### src/rtl/spi_master_pkg.sv
// SPI master shared definitions: FSM encoding and word-length limits.
package spi_master_pkg;

  localparam int MAX_WORD_LEN     = 32;
  localparam int DEFAULT_WORD_LEN = 8;

  typedef enum logic [1:0] {
    IDLE,
    LOAD,
    SHIFT,
    DONE
  } state_e;

  // Zero selects the default length; oversize requests clamp to the widest word.
  function automatic logic [5:0] eff_len(
    input logic [5:0] wl,
    input int         mx
  );
    if (wl == 6'd0) return 6'(DEFAULT_WORD_LEN);
    if (int'(wl) > mx) return 6'(mx);
    return wl;
  endfunction

endpackage

### src/rtl/spi_master_clkgen.sv
// SCLK generator: half-period counter plus leading/trailing edge strobes.
module spi_master_clkgen (
  input  logic       clk,
  input  logic       rst_n,
  input  logic       run,
  input  logic       park,
  input  logic       cpol,
  input  logic       cpol_l,
  input  logic [7:0] div,
  output logic       sclk,
  output logic       lead,
  output logic       trail
);

  logic [7:0] cnt_q, cnt_d;
  logic       sclk_q, sclk_d;
  logic       tick;

  always_comb begin
    tick   = run && (cnt_q == div);
    cnt_d  = 8'd0;
    if (run && !tick) cnt_d = cnt_q + 8'd1;
    sclk_d = sclk_q;
    if (park) sclk_d = cpol;
    else if (tick) sclk_d = ~sclk_q;
  end

  always_ff @(posedge clk or negedge rst_n) begin
    if (!rst_n) begin
      cnt_q  <= 8'd0;
      sclk_q <= 1'b0;
    end else begin
      cnt_q  <= cnt_d;
      sclk_q <= sclk_d;
    end
  end

  // Leading edge leaves the idle level, trailing edge returns to it.
  assign sclk  = sclk_q;
  assign lead  = tick && (sclk_q == cpol_l);
  assign trail = tick && (sclk_q != cpol_l);

endmodule

### src/rtl/spi_master_engine.sv
// SPI master shift engine: pops TX words, shifts them out, pushes RX words.
module spi_master_engine #(
  parameter int MAX_WORD_LEN = spi_master_pkg::MAX_WORD_LEN
) (
  input  logic                    clk,
  input  logic                    rst_n,
  input  logic                    enable,
  input  logic                    cpol,
  input  logic                    cpha,
  input  logic                    lsb_first,
  input  logic                    loopback,
  input  logic [7:0]              clk_div,
  input  logic [5:0]              word_len,
  input  logic [MAX_WORD_LEN-1:0] tx_data,
  input  logic                    tx_valid,
  output logic                    tx_pop,
  input  logic                    rx_full,
  output logic [MAX_WORD_LEN-1:0] rx_data,
  output logic                    rx_push,
  output logic                    busy,
  output logic                    done_intr,
  output logic                    rx_overrun,
  output logic                    spi_sclk,
  output logic                    spi_mosi,
  input  logic                    spi_miso
);

  import spi_master_pkg::*;

  localparam int IW = $clog2(MAX_WORD_LEN);

  state_e                  state_q, state_d;
  logic [5:0]              n_q, n_d, n_new;
  logic [MAX_WORD_LEN-1:0] tx_q, tx_d;
  logic [MAX_WORD_LEN-1:0] rx_sh_q, rx_sh_d;
  logic [MAX_WORD_LEN-1:0] rx_data_q, rx_data_d;
  logic                    cpol_q, cpol_d, cpha_q, cpha_d;
  logic                    lsb_q, lsb_d, lb_q, lb_d;
  logic [7:0]              div_q, div_d;
  logic [6:0]              edge_q, edge_d;
  logic                    mosi_q, mosi_d;
  logic                    tx_pop_q, tx_pop_d, busy_q, busy_d;
  logic                    done_q, done_d, push_q, push_d;
  logic                    ovr_q, ovr_d;
  logic [5:0]              idx, tidx;
  logic [IW-1:0]           lpos, rpos, tpos;
  logic                    last, smp;
  logic                    run, park, lead, trail;

  assign run  = (state_q == SHIFT) && enable;
  assign park = (state_q == IDLE) || (state_q == LOAD) ||
                ((state_q == SHIFT) && !enable);

  spi_master_clkgen u_clkgen (
    .clk    (clk),
    .rst_n  (rst_n),
    .run    (run),
    .park   (park),
    .cpol   (cpol),
    .cpol_l (cpol_q),
    .div    (div_q),
    .sclk   (spi_sclk),
    .lead   (lead),
    .trail  (trail)
  );

  always_comb begin
    state_d   = state_q;
    n_d       = n_q;
    tx_d      = tx_q;
    cpol_d    = cpol_q;
    cpha_d    = cpha_q;
    lsb_d     = lsb_q;
    lb_d      = lb_q;
    div_d     = div_q;
    edge_d    = edge_q;
    rx_sh_d   = rx_sh_q;
    mosi_d    = mosi_q;
    rx_data_d = rx_data_q;
    n_new     = eff_len(word_len, MAX_WORD_LEN);
    lpos      = lsb_first ? '0 : IW'(n_new - 6'd1);
    idx       = edge_q[6:1];
    tidx      = idx + {5'd0, ~cpha_q};
    rpos      = lsb_q ? IW'(idx) : IW'(n_q - 6'd1 - idx);
    tpos      = lsb_q ? IW'(tidx) : IW'(n_q - 6'd1 - tidx);
    last      = edge_q == ({n_q, 1'b0} - 7'd1);
    smp       = lb_q ? mosi_q : spi_miso;
    unique case (state_q)
      IDLE: if (enable && tx_valid) state_d = LOAD;
      LOAD: begin
        if (!enable) state_d = IDLE;
        else begin
          state_d = SHIFT;
          n_d     = n_new;
          tx_d    = tx_data;
          cpol_d  = cpol;
          cpha_d  = cpha;
          lsb_d   = lsb_first;
          lb_d    = loopback;
          div_d   = clk_div;
          edge_d  = 7'd0;
          rx_sh_d = '0;
          if (!cpha) mosi_d = tx_data[lpos];
        end
      end
      SHIFT: begin
        if (!enable) state_d = IDLE;
        else if (lead || trail) begin
          edge_d = edge_q + 7'd1;
          if (cpha_q ? trail : lead) rx_sh_d[rpos] = smp;
          // Mode 0 never shifts on the closing edge so MOSI keeps the last bit.
          if (cpha_q ? lead : (trail && !last)) mosi_d = tx_q[tpos];
          if (last) state_d = DONE;
        end
      end
      DONE: state_d = IDLE;
      default: state_d = IDLE;
    endcase
    tx_pop_d = (state_q == IDLE) && (state_d == LOAD);
    busy_d   = state_d != IDLE;
    done_d   = state_d == DONE;
    push_d   = done_d && !rx_full;
    ovr_d    = done_d && rx_full;
    if (push_d) rx_data_d = rx_sh_d;
  end

  always_ff @(posedge clk or negedge rst_n) begin
    if (!rst_n) begin
      state_q   <= IDLE;
      n_q       <= 6'd0;
      tx_q      <= '0;
      rx_sh_q   <= '0;
      rx_data_q <= '0;
      cpol_q    <= 1'b0;
      cpha_q    <= 1'b0;
      lsb_q     <= 1'b0;
      lb_q      <= 1'b0;
      div_q     <= 8'd0;
      edge_q    <= 7'd0;
      mosi_q    <= 1'b0;
      tx_pop_q  <= 1'b0;
      busy_q    <= 1'b0;
      done_q    <= 1'b0;
      push_q    <= 1'b0;
      ovr_q     <= 1'b0;
    end else begin
      state_q   <= state_d;
      n_q       <= n_d;
      tx_q      <= tx_d;
      rx_sh_q   <= rx_sh_d;
      rx_data_q <= rx_data_d;
      cpol_q    <= cpol_d;
      cpha_q    <= cpha_d;
      lsb_q     <= lsb_d;
      lb_q      <= lb_d;
      div_q     <= div_d;
      edge_q    <= edge_d;
      mosi_q    <= mosi_d;
      tx_pop_q  <= tx_pop_d;
      busy_q    <= busy_d;
      done_q    <= done_d;
      push_q    <= push_d;
      ovr_q     <= ovr_d;
    end
  end

  assign tx_pop     = tx_pop_q;
  assign busy       = busy_q;
  assign done_intr  = done_q;
  assign rx_push    = push_q;
  assign rx_overrun = ovr_q;
  assign rx_data    = rx_data_q;
  assign spi_mosi   = mosi_q;

endmodule

### config.mk
export PLATFORM = sky130hd
export DESIGN_NAME = spi_master_engine
export DESIGN_NICKNAME = d
export VERILOG_FILES = /design/src/rtl/spi_master_pkg.sv /design/src/rtl/spi_master_clkgen.sv /design/src/rtl/spi_master_engine.sv
export SDC_FILE = /design/constraint.sdc
export NUM_CORES = 1
export LEC_CHECK = 0
export CORE_MARGIN = 2
export CORE_UTILIZATION = 55
export CTS_CLUSTER_DIAMETER = 150
export DETAILED_ROUTE_END_ITERATION = 16
export PLACE_DENSITY = 0.77
export SYNTH_ARGS = -nofsm -noshare
export SYNTH_HDL_FRONTEND = slang
export SYNTH_SLANG_ARGS = --single-unit
### constraint.sdc
create_clock -name clk -period 10.1 [get_ports clk]
set_clock_uncertainty 0.2 [all_clocks]
set_input_delay 2.02 -clock clk [delete_from_list [all_inputs] [get_ports clk]]
set_output_delay 2.02 -clock clk [all_outputs]
set_load 0.005 [all_outputs]
==> results.md, run 1 <==
* Mapped cell area at 7390 um^2
* Drt pass-1 iters at 5
* Synth Net Count at 750
* Synth top area share at 0.467
* Tightest Pin Transition at between 1 and 1.5 ns
* Fin nets at approximately 840
* Leak at 4.10 nW
* Total gr overflow at 0
* Via count at around 5,800
* Yosys cell types at 64
* Routed WL at roughly 18 mm
* Clk Latency, worst-skew pair at ~0.42 ns
* CTS root buf: clkbuf_16
* Die area at around 14,000 um^2
* FF+latch count, synth at 138
* Tot Pwr at between 3 and 4 mW
* Async set or reset register ratio after synthesis at 1.00
* Leading cell types in the layout, fill and taps excluded: dfrtp_1 (138), clkdlybuf4s50_1 (93), nand2_1 (67)
* Overall global routing resource usage at 0.263
* Depth of the CTS H-tree at 4
* Max Slew Vio Count at 0
* Crit Path Max Fanout at 12
* Ys Warns at 0
* Cells after Synth at slightly below 700
* Placement Rows at 42
* Peak supply drop at between 0.0002 and 0.00025 V
* Vias in the first global route at around 5,800
* Iter 0 DRT Violations at 540
* Final TNS setup at 0 ns
* Die width at 120 um
* Setup Viol. Count Final at 0
* CTS Buf Count at 17
* Largest net degree at the start of global routing at 84
* RSZ-0062 raised after global routing: false
* Routability cong. at 0.897
* Leading cell type in the layout, fill and taps excluded: dfrtp_1
* Post-route ant nets at 0
* Initial Util at 0.560
* DP Wirelength at between 10 and 15 mm
* CTS sink count at 138
* Hold path depth at 1
* Post-layout min period at 5.84 ns
* Pre-CTS WS at between 3 and 4 ns
* Syn Area/Cell at 11.0 um^2
* Post-CTS sizing at 0
* Post-synthesis sequential area ratio at 0.467
* Crit path arrival time at a little under 6 ns
* Peak Freq at roughly 170 MHz
* CTS tree: built
* Final hold vios at 0
* Max Root-Sink Buffers at 2
* Max Cap Viol at 0
* Outcome: complete, no violations
* Reg2Reg Depth at 10
* Crit path launch type: input pin
* Final Util at 0.689
* Worst setup EP type: register
* Routed wire per std cell at between 15 and 20 um
* Antenna violations before repair at 0
* Most used DFF post-synth: dfrtp_1
* Area grow syn2layout at 23.0%
* Power Density at 347 nW/um^2
* Clock transition at path regs at ~0.060 ns
* FILL cells at a little under 1,000
* Core ar. at between 10,000 and 15,000 um^2
* Fin crit share at 0.578
* Post-route setup slack at roughly 4.3 ns
* Fraction of layout cells with a size suffix above 1 at 0.161
* Setup bufs post-CTS at 0
* Hold WC Path Type: reg -> reg
* Post-synth EDFFs at 0
* Die Y-Extent at approximately 120 um
* # port buffers at 94
* Global-route wire length before repair at around 29 mm
* Rel. slew slack at 0.170
* CTS Hold Bufs at 0
* Hold Worst Slack at between 0.2 and 0.3 ns
* Cell taking the most area after synthesis: dfrtp_1
* Synth top area cells: dfrtp_1 (47%), mux2_2 (8.5%), nand2_1 (3.5%)
* # diodes at 0
* Ports at 95
* Vias per inst at a little over 6
* Path type of the worst setup path: in -> reg
* Data required, critical path at slightly above 10 ns
* Drc violations at 0
==> power by group <==
| group | internal (mW) | switching [mW] | total [mW] |
|---|---|---|---|
| logic | 0.721 | 0.919 | 1.64 |
| registers | 0.708 | 0.124 | 0.833 |
| clock network | 0.449 | 0.236 | 0.685 |
==> layout make-up <==
| class | count | area [um^2] | area share |
|---|---|---|---|
| multi-input cells | 480 | 3680 | 0.405 |
| inverters | 25 | 93.8 | 0.0103 |
| clock buffers | 19 | 453 | 0.0498 |
| repair buffers | 101 | 991 | 0.109 |
| flip-flops and latches | 138 | 3450 | 0.380 |
| well taps | 176 | 220 | 0.0242 |
| clock inverters | 12 | 195 | 0.0215 |
==> cell usage after synthesis (3+ instances only) <==
cell	number
a211oi_1	6
a21o_1	3
a21oi_1	14
a22oi_1	9
a31o_2	4
a31oi_1	23
a32oi_1	12
and2_1	3
and3_1	13
buf_2	5
buf_6	4
clkbuf_1	21
dfrtp_1	138
ha_1	17
inv_1	24
mux2_1	9
mux2_2	56
mux2_4	4
mux2i_1	20
mux4_2	11
nand2_1	68
nand3_1	25
nor2_1	43
nor2b_1	8
nor3_1	7
nor4_1	5
o211ai_1	7
o21ai_0	27
o21ai_1	3
o311ai_1	4
o32ai_1	4
xnor2_1	20
xor2_1	16
==> critical path, cell delays in order <==
cell and delay, ns:
clkdlybuf4s50_1 0.50, nor2b_1 0.45, inv_2 0.18, ha_1 0.31, nor2b_1 0.16, mux2i_1 0.88
mux4_2 0.41, a2111oi_0 0.47, a211o_1 0.16, nor3_1 0.04, o32a_1 0.34
==> per-stage QoR <==
| stage | instances | cell area [um^2] |
|---|---|---|
| finish | 951 | 9090 |
| global route | 951 | 9090 |
| CTS | 951 | 9090 |
| detailed placement | 920 | 8440 |
| global placement | 920 | 8440 |
| floorplan | 675 | 7390 |
==> sequential cells by signal, summed over array words and instances, names as in the netlist <==
name            cells
lb_q                1
rx_push             1
lsb_q               1
rx_sh_q            32
rx_overrun          1
tx_pop              1
done_intr           1
tx_q               32
state_q             2
cpha_q              1
spi_mosi            1
rx_data            32
div_q               8
edge_q              7
busy                1
u_clkgen.cnt_q      8
cpol_q              1
n_q                 6
u_clkgen.sclk       1
==> cells by family (layout without fill, tap and decap cells) <==
group | Yosys count | in the layout | synth area share
compound gates | 133 | 133 | 0.123
flops | 138 | 138 | 0.467
simple gates | 190 | 190 | 0.125
xor+xnor | 37 | 37 | 0.0457
mux | 101 | 101 | 0.170
buf+inv | 57 | 157 | 0.0349
fa+ha+maj | 19 | 19 | 0.0342
==> routing by layer <==
layer,global-route usage,routed length (um)
met3,0.0542,956
met1,0.336,7580
met2,0.441,8930
met5,0,0
met4,0.102,380
==> worst paths after layout <==
kind / start / endpoint / slack [ns]
max in group asynchronous: rst_n / spi_mosi$_DFFE_PN0P_ / 6.77
hold / removal: rx_data[15]$_DFFE_PN0P_ / rx_data[15]$_DFFE_PN0P_ / 0.28
setup reg to reg: edge_q[1]$_DFFE_PN0P_ / spi_mosi$_DFFE_PN0P_ / 6.06
setup / recovery: word_len[5] / spi_mosi$_DFFE_PN0P_ / 4.26
hold reg to reg: rx_data[15]$_DFFE_PN0P_ / rx_data[15]$_DFFE_PN0P_ / 0.28
min in group asynchronous: rst_n / rx_data[7]$_DFFE_PN0P_ / 1.43
Note: power is estimated with default switching activity, not from simulation.
==> run 2, diff against run 1 <==
clock period = 6 ns   (was 10.1 ns; I/O delays follow)
==> results.md, run 2 (same netlist as run 1, synthesis figures left out) <==
* Setup bufs post-CTS at 0 (unchanged)
* Post-CTS sizing at 0 (unchanged)
* Area grow syn2layout at 22.9% (about the same)
* CTS Buf Count at 17 (unchanged)
* Vias per inst at 6.10 (+0.31%)
* Final Util at 0.689 (about the same)
* Reg power frac at 0.268 (+0.004)
* Die area at 14,400 um^2 (unchanged)
* Final TNS setup at 0 ns (unchanged)
* Clock transition at path regs at 0.06 ns (about the same)
* Drc violations at 0 (unchanged)
* CTS Hold Bufs at 0 (unchanged)
* Clk network pwr share at 0.211 (-0.006)
* Layer carrying the most global-route usage: met2
* Final Non-Filler Cells at 954 (+0.32%)
* Fin nets at 840 (+0.24%)
* Data required, critical path at 6.11 ns (-4.09 ns)
* Grt met1 use at 0.313 (-0.0233)
* P_sw at 2.14 mW (+67%)
* Global-route wire length before repair at 27.8 mm (-5.4%)
* Worst setup EP type: register
* Clk Latency, worst-skew pair at 0.43 ns (about the same)
* Peak supply drop at 0.000322 V (+61%)
* Rel. slew slack at 0.271 (+0.102)
* Core ar. at 13,200 um^2 (unchanged)
* Power Density at 576 nW/um^2 (+66%)
* Comb pwr share at 0.521 (+0.002)
* # diodes at 0 (unchanged)
* Post-route ant nets at 0 (unchanged)
* Sw Share at 0.408 (+0.00297)
* Placed Cells at 922 (+0.22%)
* Fraction of layout cells with a size suffix above 1 at 0.165 (+0.00323)
* Hold WC Path Type: reg -> reg
* CTS root buf: clkbuf_16
* Initial Util at 0.560 (unchanged)
* Drt pass-1 iters at 5 (unchanged)
* CTS sink count at 138 (unchanged)
* Leak at 4.10 nW (about the same)
* Fin crit share at 0.739
* Outcome: complete, no violations
* Overall global routing resource usage at 0.247 (-0.0165)
* Max Cap Viol at 0 (unchanged)
* # port buffers at 94 (unchanged)
* Vias in the first global route at 5,658 (-2.0%)
* Setup Viol. Count Final at 0 (unchanged)
* Internal Power at 3.10 mW (+65%)
* Largest net degree at the start of global routing at 84 (unchanged)
* Via count at 5,817 (+0.62%)
* Iter 0 DRT Violations at 397 (-26%)
* Peak Freq at 226 MHz
* Ports at 95 (unchanged)
* Crit Path Max Fanout at 12 (unchanged)
* Crit path arrival time at 4.55 ns (-1.38 ns)
* Max Slew Vio Count at 0 (unchanged)
* Routed WL at 17.2 mm (-3.6%)
* RSZ-0062 raised after global routing: false
* Leading cell type in the layout, fill and taps excluded: dfrtp_1
* GR Util met3 at 0.0523 (-0.00190)
* Total gr overflow at 0 (unchanged)
* Depth of the CTS H-tree at 4 (unchanged)
* Tightest Pin Transition at 1.06 ns (-0.148 ns)
* DP Wirelength at 12.2 mm (-2.9%)
* Routability cong. at 0.955 (+6.5%)
* Placement Rows at 42 (unchanged)
* Final hold vios at 0 (unchanged)
* Die Y-Extent at 120 um (unchanged)
* Routed wire per std cell at 18.0 um (-3.9%)
* Leading cell types in the layout, fill and taps excluded: dfrtp_1 (138), clkdlybuf4s50_1 (93), nand2_1 (67)
* Post-layout min period at between 4 and 5 ns
* FILL cells at 965 (-0.41%)
* Die width at 120 um (unchanged)
* CTS tree: built
* Crit path launch type: input pin
* Max Root-Sink Buffers at 2 (unchanged)
* M2 GR Usage at 0.411 (-0.0309)
* Path type of the worst setup path: in -> reg
* Antenna violations before repair at 0 (unchanged)
[run 2: power by group through the flow]
stage               Clock (mW)  Combinational [mW]  Sequential (mW)
floorplan                    0                2.07             1.35
global placement             0                2.61             1.40
detailed placement           0                2.70             1.42
CTS                       1.12                2.71             1.40
global route              1.16                2.97             1.43
finish                    1.10                2.73             1.40
[run 2: through the flow]
stage	setup slack (ns)	total power, mW	cell area [um^2]	hold WS, ns
2_1_floorplan	2.18	3.42	7390	0.251
3_3_place_gp	1.37	4.01	8460	0.267
3_5_place_dp	1.20	4.11	8460	0.275
4_1_cts	1.65	5.23	9090	0.289
5_1_grt	1.37	5.57	9090	0.298
6_report	1.57	5.23	9090	0.282
[run 2: final cells by class]
| type | instances | area (um^2) | share of cell area |
|---|---|---|---|
| sequential | 138 | 3450 | 0.380 |
| multi-input combinational | 480 | 3680 | 0.405 |
| clock buffer | 20 | 467 | 0.0514 |
| inverter | 25 | 93.8 | 0.0103 |
| clock inverter | 12 | 163 | 0.0179 |
| tap | 176 | 220 | 0.0242 |
| timing repair buffer | 103 | 1010 | 0.111 |
[run 2: per-layer routing]
| layer | wire (um) | part of all wire |
|---|---|---|
| met1 | 7030 | 0.41 |
| met2 | 8720 | 0.51 |
| met5 | 0 | 0 |
| met3 | 953 | 0.055 |
| met4 | 494 | 0.029 |
[run 2: worst max-delay path: stages]
cell	delay [ns]
clkdlybuf4s50_1	0.51
nor2b_1	0.46
inv_2	0.18
ha_1	0.32
nor2b_1	0.16
mux2i_1	0.14
buf_4	0.22
mux4_2	0.31
a2111oi_0	0.51
a211o_1	0.17
nor3_1	0.04
o32a_1	0.33
[run 2: worst paths after layout]
path	to	start	cells past startpoint	slack, ns
setup / recovery	spi_mosi$_DFFE_PN0P_	word_len[5]	12	1.57
hold / removal	rx_data[20]$_DFFE_PN0P_	rx_data[20]$_DFFE_PN0P_	1	0.28
setup reg to reg	spi_mosi$_DFFE_PN0P_	edge_q[1]$_DFFE_PN0P_	10	2.10
hold reg to reg	rx_data[20]$_DFFE_PN0P_	rx_data[20]$_DFFE_PN0P_	1	0.28
max in group asynchronous	tx_q[0]$_DFFE_PN0P_	rst_n	2	4.09
min in group asynchronous	rx_sh_q[26]$_DFF_PN0_	rst_n	2	0.71
